==> config.mk <==
export PLATFORM = sky130hd
export DESIGN_NAME = in_debounce
export DESIGN_NICKNAME = d
export VERILOG_FILES = /design/src/rtl/in_debounce.sv
export SDC_FILE = /design/constraint.sdc
export NUM_CORES = 1
export LEC_CHECK = 0
export BUFFER_PORTS_ARGS = -buffer_cell sky130_fd_sc_hd__buf_2
export CORE_AREA = 2 2 39 41
export CTS_BUF_LIST = sky130_fd_sc_hd__clkbuf_16
export DETAILED_ROUTE_END_ITERATION = 8
export DIE_AREA = 0 0 41 43
export PLACE_DENSITY_LB_ADDON = 0.25
export SYNTH_ARGS = -nofsm -noshare
export SYNTH_HDL_FRONTEND = slang
export SYNTH_SLANG_ARGS = --single-unit
==> constraint.sdc <==
create_clock -name clk -period 3 [get_ports clk]
set_clock_uncertainty 0.2 [all_clocks]
set_input_delay 0.6 -clock clk [delete_from_list [all_inputs] [get_ports clk]]
set_output_delay 0.6 -clock clk [all_outputs]
set_load 0.01 [all_outputs]
==> src/rtl/in_debounce.sv <==
// in_debounce: synchronizes and debounces one raw switch/button level.
// Ports: clk, res (async active-low), in (raw level), out (debounced level),
//        rise (1-cycle pulse as out goes 1), fall (1-cycle pulse as out goes 0).
// Latency: out follows a held input change after DEB_CYCLES+3 rising edges.
// No backpressure: one input, free-running, every cycle is consumed.
// Optional feature: define FALL_PULSE_EN to add the fall port and its register.
// Parameter DEB_CYCLES (1..255): consecutive stable synchronized cycles needed
// beyond the first candidate sample before out changes.

module in_debounce #(
  parameter int DEB_CYCLES = 4
) (
  input  logic clk,
  input  logic res,
  input  logic in,
  output logic out,
  output logic rise
`ifdef FALL_PULSE_EN
  ,
  output logic fall
`endif
);

  localparam int CW = (DEB_CYCLES > 1) ? $clog2(DEB_CYCLES) : 1;
  localparam logic [CW-1:0] CNT_MAX = CW'(DEB_CYCLES - 1);

  typedef enum logic [1:0] {
    LO     = 2'd0,
    CHK_HI = 2'd1,
    HI     = 2'd2,
    CHK_LO = 2'd3
  } state_t;

  logic [1:0]    sync_q;
  logic          sync;
  state_t        state;
  state_t        state_nxt;
  logic [CW-1:0] cnt;
  logic [CW-1:0] cnt_nxt;
  logic          out_nxt;
  logic          rise_nxt;
`ifdef FALL_PULSE_EN
  logic          fall_nxt;
`endif

  // Two-flop synchronizer; nothing else looks at the raw input.
  always_ff @(posedge clk or negedge res) begin
    if (!res) begin
      sync_q <= 2'b00;
    end else begin
      sync_q <= {sync_q[0], in};
    end
  end

  assign sync = sync_q[1];

  // State register; out/rise/fall are registered from their next values so
  // no output has a combinational path from the input.
  always_ff @(posedge clk or negedge res) begin
    if (!res) begin
      state <= LO;
      cnt   <= '0;
      out   <= 1'b0;
      rise  <= 1'b0;
`ifdef FALL_PULSE_EN
      fall  <= 1'b0;
`endif
    end else begin
      state <= state_nxt;
      cnt   <= cnt_nxt;
      out   <= out_nxt;
      rise  <= rise_nxt;
`ifdef FALL_PULSE_EN
      fall  <= fall_nxt;
`endif
    end
  end

  // Next-state logic. The counter saturates at CNT_MAX by construction: the
  // candidate state is left (and cnt cleared) on the cycle cnt reaches it.
  always_comb begin
    state_nxt = state;
    cnt_nxt   = cnt;
    case (state)
      LO: begin
        if (sync) begin
          state_nxt = CHK_HI;
          cnt_nxt   = '0;
        end
      end
      CHK_HI: begin
        if (!sync) begin
          state_nxt = LO;
          cnt_nxt   = '0;
        end else if (cnt == CNT_MAX) begin
          state_nxt = HI;
          cnt_nxt   = '0;
        end else begin
          cnt_nxt = cnt + CW'(1);
        end
      end
      HI: begin
        if (!sync) begin
          state_nxt = CHK_LO;
          cnt_nxt   = '0;
        end
      end
      CHK_LO: begin
        if (sync) begin
          state_nxt = HI;
          cnt_nxt   = '0;
        end else if (cnt == CNT_MAX) begin
          state_nxt = LO;
          cnt_nxt   = '0;
        end else begin
          cnt_nxt = cnt + CW'(1);
        end
      end
      default: begin
        state_nxt = LO;
        cnt_nxt   = '0;
      end
    endcase
  end

  // Output logic: out holds its level through the candidate states, so it
  // only moves on a confirmed CHK_* -> stable transition.
  always_comb begin
    out_nxt  = (state_nxt == HI) || (state_nxt == CHK_LO);
    rise_nxt = (state == CHK_HI) && (state_nxt == HI);
`ifdef FALL_PULSE_EN
    fall_nxt = (state == CHK_LO) && (state_nxt == LO);
`endif
  end

endmodule

After elaboration in Yosys (flattened, before gate mapping)
Index checks and enable logic that the tools add are counted.
W data, S select, Z words.
Cells by class
  reductions and logical operators: 4
  equality and inequality tests: 8
  muxes and demuxes: 13
  add/subtract/negate cells: 1
Operators with widths (number)
  $mux W2: 11
  $pmux W2 S4: 2
  $eq A2 B2 Y1 const B: 5
  $ne A2 B2 Y1 const B: 2
  $add A2 B1 Y2 const B: 1
  $eq A2 B1 Y1 const B: 1
  $logic_not A2 Y1: 1
  $reduce_and A2 Y1: 1
  $logic_and A1 B1 Y1: 1
  $logic_or A1 B1 Y1: 1
Word-level totals
  logic and storage cells: 31
  output and inout bits: 2
  register bits: 8
  bits of input ports: 3

Longest topological paths before layout
  word-level depth: 6
  mapped depth: 3
  depth with buffers taken out: 3

Least setup slack after synthesis
OpenSTA, ideal clock, no wires.
  path kind: reg-to-reg
  from: register cnt[0]
  to: register out
  required time: 2.675 ns
  setup slack: 1.696 ns
  arrival: 0.980 ns
  path buffers: 0
  cell stages (with the launch flop): 4
  clock period less this slack: 1.304 ns
  library setup time: 0.125 ns
  cell sequence: dfrtp_1 > ha_1 > nand2_2 > mux2_2
Between the ends
  word-level cells in the longest chain between the ends: 6
  elaborated cells between the ends (all ways): 9
  classes of those cells: eq/ne: 3; mux: 5; reduce/logical: 1
Ends and longest elaborated chain
  start: declaration: line 38  | logic [CW-1:0] cnt;
  start signal: assignment: line 70  | cnt <= cnt_nxt;
  $eq A2 B2 Y1 (*): line 95, 112
  $mux W2, on equally long branches: line 112, 95
  $mux W2, on equally long branches: line 109, 92
  $pmux W2 S4 (*): line 84  | case (state)
  $eq A2 B2 Y1: line 129  | out_nxt = (state_nxt == HI) || (state_nxt == CHK_LO);
  $logic_or A1 B1 Y1 (*): line 129
  via out_nxt: line 40  | logic out_nxt;
  end signal: assignment: line 71  | out <= out_nxt;
  end: declaration: line 16  | output logic out,
Mark *: on every way through the listed nets, which the timed path passes. The rest lies on a longest branch.
A chain may end at the register's enable or synchronous reset.

Worst setup path in the final report
  from: register out
  to: output out
No word-level cell between the ends.

==> impl_metrics.toml <==
[setup_path]
crit_slowest_cell = "dfrtp_1"
worstPathRequired_ns = 2.20
endpoint = "out"
start_kind = "flop"
worstSetupPathType = "flop to primary output"
critical_path_peak_fanout = 1
r2r-start = "cnt[0]"
critPathCaptureType = "primary output"
slowest_delay_ns = 0.36
cp_num_cells = 1
path_cells = "buf_2"
reg2reg_to = "state[1]"
r2r_slack_ns = 1.64
r2r_cells = 3
critPathBufInv = 1
arrival_ns = 0.73
cp-startpoint = "out"
crit_family = "flip-flops"

[sta]
setup_viol = 0
fin_crit_sh = 0.508
worstMarginPinSlew_ns = 0.253
final_hold_viol_count = 0
final_max_slew_viol_count = 0
period_minus_slack_ns = 1.53
worst_slack_ns = 1.47
rsz0062_at_grt = "no"
fmax_mhz = 656
setup-tns-final_ns = 0
relSlewSlack = 0.830
whs_ns = 0.000310

[pwr]
switching_share = 0.233
power_mw = 0.451
power.switching_mw = 0.105
seq_power_share = 0.354
p_leak_nw = 0.207
p_int_mw = 0.346
pwr-share-comb = 0.152
clkPwrFrac = 0.494
ir_worst_vdd_mv = 0.385
power.density_nw_per_um2 = 1050

[clock_network]
cts.reportedPaths.clkPinSlew_ns = 0.03
cts_buffers = 3
cts_buffer_depth = 2
clockRootBuffer = "clkbuf_16"
insertion_delay_ns = 0.23
cts_htree_levels = 1
cts_setup_buffers = 0
cts_hold_buf = 0
cts_resized = 0
cts_tree = "built"
clock-sinks = 8

[status]
outcome = "finished, final reports clean"

[floorplanning]
rows = 14
initial_core_util = 0.226
core_sq_um = 1380
die_width_um = 41
die_h_um = 43
io_pins = 5
dieArea_sq_um = 1760

[layout]
layout-drive-gt1-share = 0.393
n_antenna_cell = 0
final.fill_count = 126
nets = 34
final_cell_mix = "dfrtp_1 (8), buf_2 (4), nand2b_1 (3), clkbuf_16 (3)"
syn_to_final_growth_pct = 36.8
mostFrequentLayoutCell = "dfrtp_1"

[routing]
first_iter_violations = 1
num_vias = 188
ant_nets = 0
dr.pass1.iters = 2
drc = 0
drt-total-wl_um = 493
post_drt_wl_per_cell_um = 11.2
vias_per_cell = 4.27

[placed_design]
hpwl_um = 367
numPortBuffers = 4
dp_slack_ns = 1.64
gp_congestion = 0.556

[grt]
grt_antenna_before_repair = 0
grt_pass1_vias = 193
grt_usage = 0.0906
grt-ovfl-total = 0
grt_first_pass_wirelength_um = 841
grt_max_degree = 9

[yosys]
avgSynthCellArea_sq_um = 14.9
ys_warn_count = 0
synth.distinct_cells = 10
synth_nets = 25
syn_inst = 21
ys_seq_elements = 8
yosysSeqAreaShare = 0.640
syn_area_sq_um = 313

[flow_run]
max_cap_violations = 0

[hold_path]
hold_class = "input port to asynchronous set/reset pin"
-- stage by stage --
stage	cell area (sq um)	instances	util
6_report	428	44	0.309
5_1_grt	428	44	0.309
4_1_cts	428	44	0.309
3_5_place_dp	353	41	0.255
3_3_place_gp	353	41	0.255
2_1_floorplan	313	21	-
-- cells by family (layout without fill, tap and decap cells) --
logic type	count (synthesis)	count (layout)	share of synthesized area
compound gates	1	1	0.0160
simple gates	6	6	0.116
mux	4	4	0.136
flops	8	8	0.640
buf+inv	0	7	0
fa+ha+maj	1	1	0.0400
xor+xnor	1	1	0.0520
-- registers in the layout, summed over array words and instances, names as in the netlist --
signal	count
sync_q	2
rise	1
out	1
cnt	2
state	2
-- final cells by class --
class	count	area, sq um	share of cell area
repair buffers	4	20.0	0.0468
clock buffers	3	75.1	0.175
flip-flops and latches	8	200	0.468
multi-input cells	13	113	0.263
well taps	16	20.0	0.0468
-- power by group through the flow --
stage          logic, mW  clock network (mW)  registers [mW]
2_1_floorplan     0.0509                   0           0.158
3_3_place_gp      0.0656                   0           0.159
3_5_place_dp      0.0695                   0           0.162
4_1_cts           0.0710               0.227           0.160
5_1_grt           0.0762               0.236           0.165
6_report          0.0687               0.223           0.160
-- layer usage --
layer	GRT usage	up-vias	wire length [um]
met5	0	-	0
met4	0.120	0	28
met3	0.0785	4	40
met2	0.103	6	261
met1	0.0774	93	162
li1	-	85	-
-- cells in the mapped netlist --
library cell  number  area share
a21oi_1            1       0.016
mux2i_1            2       0.064
ha_1               1       0.040
nor3b_1            1       0.024
nand2b_1           3       0.060
dfrtp_1            8        0.64
xnor2_2            1       0.052
mux2_2             2       0.072
nand2_2            1       0.020
nand2_1            1       0.012
-- how the worst min path moves through the flow --
stage	end	startpoint	slack, ns
finish	state[1]	res	0.0003
global route	state[1]	res	0.004
CTS	state[1]	res	0.006
detailed placement	sync_q[1]	sync_q[0]	0.14
global placement	sync_q[1]	sync_q[0]	0.14
floorplan	cnt[0]	res	0.10
Power figures use the tool's default switching activity.
